`src/rtl/bin_dilate.sv`:
```
// 3x3 binary dilation of a 0x00/0xFF edge map with vsync/hsync/valid framing.
// Optional BIN_DILATE_THRESH_EN binarises grey input against THRESH instead of != 0.
module bin_dilate #(
   parameter int IMG_WIDTH_MAX = 1024,
   parameter int THRESH        = 128
) (
   input  logic       clk,
   input  logic       rst_n,
   input  logic       pre_img_vsync,
   input  logic       pre_img_hsync,
   input  logic       pre_img_valid,
   input  logic [7:0] pre_img_data,
   output logic       post_img_vsync,
   output logic       post_img_hsync,
   output logic       post_img_valid,
   output logic [7:0] post_img_data
);

   localparam int COL_W = $clog2(IMG_WIDTH_MAX) + 1;
   localparam int ADR_W = COL_W - 1;

   typedef enum logic [1:0] {S_IDLE, S_FRAME, S_FLUSH} state_t;

   state_t           state, state_nxt;

   logic             lb0 [IMG_WIDTH_MAX];
   logic             lb1 [IMG_WIDTH_MAX];

   logic [COL_W-1:0] col_cnt, width_reg, flush_cnt;
   logic [15:0]      row_cnt;
   logic             vs_q, hs_q, vs_d1, vs_d2;
   logic             flush_done;

   logic             s1_valid, s1_emit, s1_first, s1_last;
   logic [2:0]       s1_vec;
   logic [2:0]       win1, win2;
   logic             out_valid, out_last, out_hsync, out_bit;

   logic             pix_bin, vs_rise, vs_fall, hs_fall;
   logic             pix_take, flush_rd, flush_end, top_en;
   logic [ADR_W-1:0] rd_addr;
   logic             rd0, rd1;

`ifdef BIN_DILATE_THRESH_EN
   localparam logic [7:0] THRESH_B = 8'(THRESH);
   assign pix_bin = (pre_img_data >= THRESH_B);
`else
   logic unused_thresh;
   assign unused_thresh = ^8'(THRESH);
   assign pix_bin       = |pre_img_data;
`endif

   assign vs_rise   = pre_img_vsync & ~vs_q;
   assign vs_fall   = ~pre_img_vsync & vs_q;
   assign hs_fall   = (state == S_FRAME) & hs_q & ~pre_img_hsync;
   assign pix_take  = (state == S_FRAME) & pre_img_hsync & pre_img_valid
                      & (col_cnt < COL_W'(IMG_WIDTH_MAX));
   assign flush_rd  = (state == S_FLUSH) & ~flush_done & (flush_cnt < width_reg);
   assign flush_end = (state == S_FLUSH) & ~flush_done & (flush_cnt == width_reg);
   assign rd_addr   = (state == S_FLUSH) ? flush_cnt[ADR_W-1:0] : col_cnt[ADR_W-1:0];
   assign rd0       = lb0[rd_addr];
   assign rd1       = lb1[rd_addr];
   // The row above the window's centre only exists once two input rows have been seen.
   assign top_en    = (row_cnt >= 16'd2);

   always_ff @(posedge clk) begin
      if (!rst_n) state <= S_IDLE;
      else        state <= state_nxt;
   end

   // NOTE: every signal written in always_comb gets a default first so no latch is inferred.
   always_comb begin
      state_nxt = state;
      case (state)
         S_IDLE:  if (vs_rise) state_nxt = S_FRAME;
         S_FRAME: if (vs_fall) state_nxt = (row_cnt != 16'd0 || hs_fall) ? S_FLUSH : S_IDLE;
         S_FLUSH: if (flush_done && !s1_valid) state_nxt = S_IDLE;
         default: state_nxt = S_IDLE;
      endcase
   end

   // NOTE: the line buffers carry no reset; stale rows are masked by top_en and row-0 suppression.
   always_ff @(posedge clk) begin
      if (pix_take) begin
         lb1[rd_addr] <= rd0;
         lb0[rd_addr] <= pix_bin;
      end
   end

   // NOTE: all state updates use non-blocking assignments so stage order inside the block is irrelevant.
   always_ff @(posedge clk) begin
      if (!rst_n) begin
         // vs_q starts high so a vsync still high after reset is not taken as a rise.
         vs_q       <= 1'b1;
         hs_q       <= 1'b0;
         vs_d1      <= 1'b0;
         vs_d2      <= 1'b0;
         col_cnt    <= '0;
         width_reg  <= '0;
         row_cnt    <= '0;
         flush_cnt  <= '0;
         flush_done <= 1'b0;
         s1_valid   <= 1'b0;
         s1_emit    <= 1'b0;
         s1_first   <= 1'b0;
         s1_last    <= 1'b0;
         s1_vec     <= '0;
         win1       <= '0;
         win2       <= '0;
         out_valid  <= 1'b0;
         out_last   <= 1'b0;
         out_hsync  <= 1'b0;
         out_bit    <= 1'b0;
      end else begin
         vs_q  <= pre_img_vsync;
         hs_q  <= pre_img_hsync;
         vs_d1 <= (state_nxt == S_FRAME);
         vs_d2 <= vs_d1;

         if (state == S_IDLE && vs_rise) row_cnt <= '0;

         if (hs_fall) begin
            col_cnt   <= '0;
            width_reg <= col_cnt;
            row_cnt   <= row_cnt + 16'd1;
         end else if (pix_take) begin
            col_cnt <= col_cnt + COL_W'(1);
         end

         if (state == S_FLUSH) begin
            if (flush_rd)  flush_cnt  <= flush_cnt + COL_W'(1);
            if (flush_end) flush_done <= 1'b1;
         end else begin
            flush_cnt  <= '0;
            flush_done <= 1'b0;
         end

         // Stage 1: registered line-buffer read forms the column vector {r-1, r, r+1}.
         s1_valid <= 1'b0;
         s1_last  <= 1'b0;
         if (pix_take) begin
            s1_valid <= 1'b1;
            s1_vec   <= {rd1 & top_en, rd0, pix_bin};
            s1_emit  <= (row_cnt != 16'd0);
            s1_first <= (col_cnt == '0);
         end else if (hs_fall || flush_end) begin
            s1_valid <= 1'b1;
            s1_vec   <= '0;
            s1_emit  <= hs_fall ? (row_cnt != 16'd0 && col_cnt != '0) : (width_reg != '0);
            s1_first <= 1'b0;
            s1_last  <= 1'b1;
         end else if (flush_rd) begin
            s1_valid <= 1'b1;
            s1_vec   <= {rd1 & top_en, rd0, 1'b0};
            s1_emit  <= 1'b1;
            s1_first <= (flush_cnt == '0);
         end

         // Stage 2: OR the 3x3 window; the window is emptied after each closing column.
         out_valid <= s1_valid & s1_emit & ~s1_first;
         out_last  <= s1_valid & s1_last;
         if (s1_valid) begin
            out_bit <= |{win2, win1, s1_vec};
            if (s1_last) begin
               win1 <= '0;
               win2 <= '0;
            end else begin
               win2 <= s1_first ? 3'b000 : win1;
               win1 <= s1_vec;
            end
         end

         if (s1_valid && s1_emit && !s1_first) out_hsync <= 1'b1;
         else if (out_valid && out_last)       out_hsync <= 1'b0;
      end
   end

   assign post_img_vsync = vs_d2 | (state == S_FLUSH);
   assign post_img_hsync = out_hsync;
   assign post_img_valid = out_valid;
   assign post_img_data  = {8{out_bit}};

endmodule

```
`config.mk`:
```
export PLATFORM = sky130hd
export DESIGN_NAME = bin_dilate
export DESIGN_NICKNAME = d
export VERILOG_FILES = /design/src/rtl/bin_dilate.sv
export SDC_FILE = /design/constraint.sdc
export NUM_CORES = 2
export LEC_CHECK = 0
export BUFFER_PORTS_ARGS = -buffer_cell sky130_fd_sc_hd__clkbuf_2
export CORE_ASPECT_RATIO = 1.5
export CORE_MARGIN = 3
export CORE_UTILIZATION = 60
export DETAILED_ROUTE_END_ITERATION = 8
export PLACE_DENSITY = 0.76
export SYNTH_ARGS = -nofsm -noshare
export SYNTH_HDL_FRONTEND = slang
export SYNTH_SLANG_ARGS = --single-unit
```
`constraint.sdc`:
```
create_clock -name clk -period 33.5 [get_ports clk]
set_input_delay 5.025 -clock clk [delete_from_list [all_inputs] [get_ports clk]]
set_output_delay 5.025 -clock clk [all_outputs]
set_load 0.01 [all_outputs]
```
Word-level counts from Yosys, hierarchy flattened --
Memory sizes are Yosys's and may differ from the RTL's. Cells that the tools add are included.
Storage, ports and cells: memories kept 2, memory bits (writable) 2048, word-level logic and storage cells 107, bits in registers 73
Cells by class: $lt $le $gt $ge 3, muxes and demuxes 29, reductions and logical operators 24, bitwise logic cells 21, equality and inequality tests 4, add/subtract/negate cells 3
Memories:
- lb0 | depth 1024, width 1, read ports 1, clocked after Yosys merged registers in 0, wr ports 1, RTL line 26 | logic lb0 [IMG_WIDTH_MAX];
- lb1 | depth 1024, width 1, read ports 1, clocked after Yosys merged registers in 0, wr ports 1, RTL line 27 | logic lb1 [IMG_WIDTH_MAX];
Operators by type and width (number):
- 16-bit two-way mux | 2
- 11-bit by 1-bit adder with 11-bit output, second input constant | 2
- 11-bit logical NOT | 2
- 11-bit nonzero test | 2
- 3-bit two-way mux | 6
- 16-bit by 1-bit adder with 16-bit output, second input constant | 1
- 16-bit by 2-bit >= comparator with 1-bit output, second input constant | 1
- 16-bit nonzero test | 1
- 1-bit two-way mux | 15
- 1-bit bitwise AND | 14
- 11-bit equality test | 1
- 11-bit < comparator | 1
- 11-bit < comparator, second input constant | 1
- 10-bit two-way mux | 1
- 9-bit OR reduction | 1
- 2-bit two-way mux | 4
- 8-bit OR reduction | 1
- 1-bit logical AND | 6
- 1-bit NOT | 6
- 2-bit one-hot mux with 3 select lines | 1
- 2-bit by 1-bit equality test with 1-bit output, second input constant | 2
- 2-bit nonzero test | 2
- 2-bit OR reduction | 2
- 3-bit nonzero test | 1
- 6 further kinds | 8

Logic depth before layout (Yosys ltp) --
depth after elaboration 8, gate-level depth with buffers 15

Worst setup path before layout --
OpenSTA, ideal clock, no wires.
path kind register to register, start point register state[0], end point memory lb1[0] (data pin), stages on the path, launching flop included 13, path buffers 4, period minus slack after synthesis 23.829 ns, arrival 17.540 ns, path slack 9.671 ns, data required time 27.211 ns, setup time 6.289 ns, cells stage by stage dfxtp_1 nand2b_1 buf_6 mux2_4 buf_6 buf_2 buf_2 a221oi_1 o22ai_1 o41ai_1 nand4_1 a22oi_1 nand4_1
Between the ends: word-level cells in the longest chain between the ends 3
Ends and longest elaborated chain:
- from (decl) | RTL line 24 | state_t state, state_nxt;
- from (signal assigned) | RTL line 68 | else state <= state_nxt;
- 2-bit equality test | RTL line 60 | assign rd_addr = (state == S_FLUSH) ? flush_cnt[ADR_W-1:0] : col_cnt[ADR_W-1:0];
- 10-bit two-way mux | RTL line 60
- memory read 1024 x 1 bit
- via rd0 | RTL line 42 | logic rd0, rd1;
- to (decl) | RTL line 27
The timed path passes the listed nets, and every way through them passes these cells.

Final worst setup path --
start point input port pre_img_data[7], end point memory lb0[942] (data pin)
Between the ends: word-level cells in the longest chain between the ends 1
Ends and longest elaborated chain:
- from (decl) | RTL line 12 | input logic [7:0] pre_img_data,
- 8-bit OR reduction | RTL line 50 | assign pix_bin = |pre_img_data;
- via pix_bin | RTL line 39 | logic pix_bin, vs_rise, vs_fall, hs_fall;
- to (decl) | RTL line 26
The timed path passes the listed nets, and every way through them passes these cells.

==> summary.txt <==
Logic synthesis
  – Post-synthesis sequential element count: 2121
  – Synthesized netlist cell count: 5752
  – Cell area after synthesis: 0.0827 mm²
  – Most used flip-flop cell after synthesis: edfxtp_1
  – Commonest cells in the netlist: edfxtp_1, nor2_1, o22ai_1
  – Share of the synthesized area in the top cell type: 74.3%
  – Dominant cell type by area after synthesis: edfxtp_1
  – Library cell with the highest instance count after synthesis: edfxtp_1
  – Top post-synthesis cells by area: edfxtp_1, nor2_1, o22ai_1
  – Number of different library cells in the post-synthesis netlist: 65
  – Ys Warns: 0
  – Seq/Total Area, Yosys: 76.1%
  – Fraction of registers with async set or reset after synthesis: 0%
  – Number of flops mapped to enable cells by yosys: 2048
  – Total nets after synthesis: 5783
  – Mapped Avg Cell Area: 14.4 µm²

Cells and area
  – Net count of the finished layout: 5570
  – Area delta synth->final: 8.25%
  – Final standard cell utilization of the core: 65.5%
  – Layout cell share with drive strength beyond 1: 7.59%
  – Registers with the highest flip-flop counts: lb0 (1024), lb1 (1024), row_cnt (16)
  – Filler cell count in the final layout: 9273

Power
  – Total power density per cell area: 54.7 mW/mm²
  – Internal portion of total power: 3950 µW
  – Maximum resistive drop on vdd: 49.9 µV
  – Fraction of power consumed by the clock network: 40.7%
  – Part of the power in registers: 58.6%
  – Net load switching power: 945 µW
  – Combinational fraction of design power: 0.7%
  – Switching share of total power: 19.3%
  – Leakage power of the design: 0.0299 µW

Clocking
  – Quantity of hold-fixing buffers added after cts: 0
  – Maximum clock insertion buffer count: 3
  – Number of gates resized after CTS: 0
  – Root buffer selected by CTS: clkbuf_16
  – TritonCTS buffer count: 175
  – H-tree levels: 4
  – Total number of clock tree sinks: 2121
  – Clock tree from TritonCTS: done
  – Total setup buffers inserted after CTS: 0
  – Clock-pin slew reported for the worst setup and hold paths after clock tree synthesis: 70 ps
  – Later-pin clock latency in the skew report: 820 ps

Routing
  – Via-per-instance ratio: 7.28
  – Routed wire length: 241000 µm
  – Per-cell routed wire length: 32.3 µm
  – Routed via count: 54239
  – Initial DRC count: 9111
  – Drt first pass iters: 6
  – Number of DRC violations after detailed routing: 0
  – Routed Antenna Nets: 0

Timing
  – Worst Skew: 30.0 ps
  – Sum Neg Setup Slack: 0 ps
  – Endpoints failing setup: 0
  – Min Tclk post-route: 8590 ps
  – RSZ-0062 raised after global routing: no
  – Peak Freq: 116 MHz
  – Normalized max-slew margin: -5.89%
  – Worst Tran Pin Value: 1590 ps
  – Number of max-slew violations in the final report: 75
  – Final Hold Violating Endpoints: 0
  – Part of the cycle the worst path needs: 25.6%

Floorplanning
  – Die Height: 461 µm
  – Area of the die: 0.142 mm²
  – Core box area: 0.137 mm²
  – I/O pins: 24
  – Core Rows: 166
  – Initial core utilization: 60.5%
  – Die boundary width: 309 µm

Flow run
  – Number of max-cap violations: 0

Status
  – Violated checks: max-slew violations
  – Result of the run: finished, violations left

Critical path
  – Req. time, crit path: 33940 ps
  – Launching element type of the critical path: input port
  – Highest net fanout along the worst path: 115
  – Arrival time of data at the critical path endpoint: 9030 ps
  – Worst Path Buf+Inv: 4
  – Dominant delay contributor by cell family on the critical path: buffers and inverters
  – Slowest library cell on the worst path: buf_4
  – Most common cell type on the critical path: buf_4
  – Path type of the worst setup path: in2reg
  – Element type at the critical path end: flip-flop
  – Slowest cell delay on critical path: 1000 ps
  – CP cell instances: clkbuf_2 -> nor4_1 -> nand2_4 -> buf_4 -> buf_4 -> buf_4

GRT
  – First-pass GRT wire length: 346000 µm
  – Via count of the first global-routing pass: 53582
  – Final global-route overflow total: 0
  – Pin count of the biggest net entering global routing: 269
  – Overall routing resource usage: 33.5%
  – Number of antenna violations at the first check in global routing: 3

Place
  – Final HPWL DP: 119000 µm
  – Port buffer count: 23
  – Weighted congestion reported at the end of routability-driven placement: 0.826

Min path
  – Class of the tightest hold or removal check: reg2reg
-- layer usage --
layer / track usage [%] / part of all wire (%)
met4: 21.4 / 7.5
met1: 41.0 / 31
met2: 53.9 / 47
met5: 0 / 0.0046
met3: 7.92 / 14
-- cells by family (layout without fill, tap and decap cells) --
family / Yosys count / in the layout / synth area share, %
adder cells (fa/ha/maj): 18 / 18 / 0.272
AND/OR/NAND/NOR: 1500 / 1500 / 7.25
XOR/XNOR: 16 / 16 / 0.169
flip-flops: 2121 / 2121 / 76.1
multiplexers: 10 / 10 / 0.150
AO/OA/AOI/OAI: 1547 / 1547 / 13.2
other: 0 / 12 / 0
buffers and inverters: 540 / 467 / 2.83
-- placed cells by master, fill, tap and decap left out, drive strengths merged, types with 8 or more instances in the layout --
master / synthesis / final
nor2: 1212 / 1212
bufinv: 0 / 14
diode: 0 / 12
o41ai: 52 / 52
nand2: 137 / 137
a21boi: 18 / 18
nor2b: 8 / 8
inv: 27 / 39
ha: 18 / 18
a21oi: 20 / 20
nand4: 31 / 31
clkbuf: 230 / 234
dfxtp: 73 / 73
nor4: 14 / 14
o21ai: 216 / 216
o2111ai: 9 / 9
o31ai: 17 / 17
a221oi: 256 / 256
xnor2: 12 / 12
nor3: 8 / 8
edfxtp: 2048 / 2048
buf: 283 / 100
a22o: 256 / 256
and2: 16 / 16
clkinv: 0 / 77
nand2b: 12 / 12
o22ai: 666 / 666
nand3: 35 / 35
-- worst register-to-register path, stage by stage (launching register included) --
cell and delay, ps:
dfxtp_1 490, nand2b_2 860, mux2i_4 360, buf_4 780, buf_12 630, buf_4 840, a221oi_1 260, o22ai_1 310
o41ai_1 230, nand4_1 370, a22oi_1 240, nand4_1 240, buf_4 540, buf_12 640, buf_4 1080
-- power by group through the flow --
stage | combinational, µW | sequential [µW] | clock, µW
global placement | 33.2 | 2930 | 0
finish | 34.6 | 2870 | 1990
floorplan | 20.3 | 2940 | 0
global route | 36.0 | 2870 | 2100
detailed placement | 33.4 | 2930 | 0
CTS | 33.5 | 2870 | 1990
-- cell type report --
class,count,area (µm²),share of cell area [%]
well taps,1764,2210,2.46
repair buffers,123,1000,1.12
clock buffers,211,4540,5.06
diodes,12,30.0,0.0335
flip-flops and latches,2121,63000,70.3
clock inverters,106,928,1.04
multi-input cells,3091,17800,19.9
inverters,27,101,0.113
-- path summary, 6_finish.rpt --
kind / startpoint / to / slack (ps) / cells after the start
min: vs_d1$_SDFF_PN0_ / vs_d2$_SDFF_PN0_ / 450 / 1
max: pre_img_data[7] / lb0[942]$_DFFE_PP_ / 24910 / 6
min reg2reg: vs_d1$_SDFF_PN0_ / vs_d2$_SDFF_PN0_ / 450 / 1
max reg2reg: state[0]$_SDFF_PN0_ / lb1[417]$_DFFE_PP_ / 25180 / 14
-- metrics by stage --
step           std cells  worst slack, ps  hold WS, ps  total power, µW  cell area [µm²]
5_1_grt             7449            24740          459             5000            89500
2_1_floorplan       5752             9670          412             2960            82700
6_report            7455            24910          451             4900            89600
4_1_cts             7443            25200          454             4890            89500
3_3_place_gp        7126            24440          424             2960            84100
3_5_place_dp        7126            24350          445             2960            84100
Power figures use the tool's default switching activity.
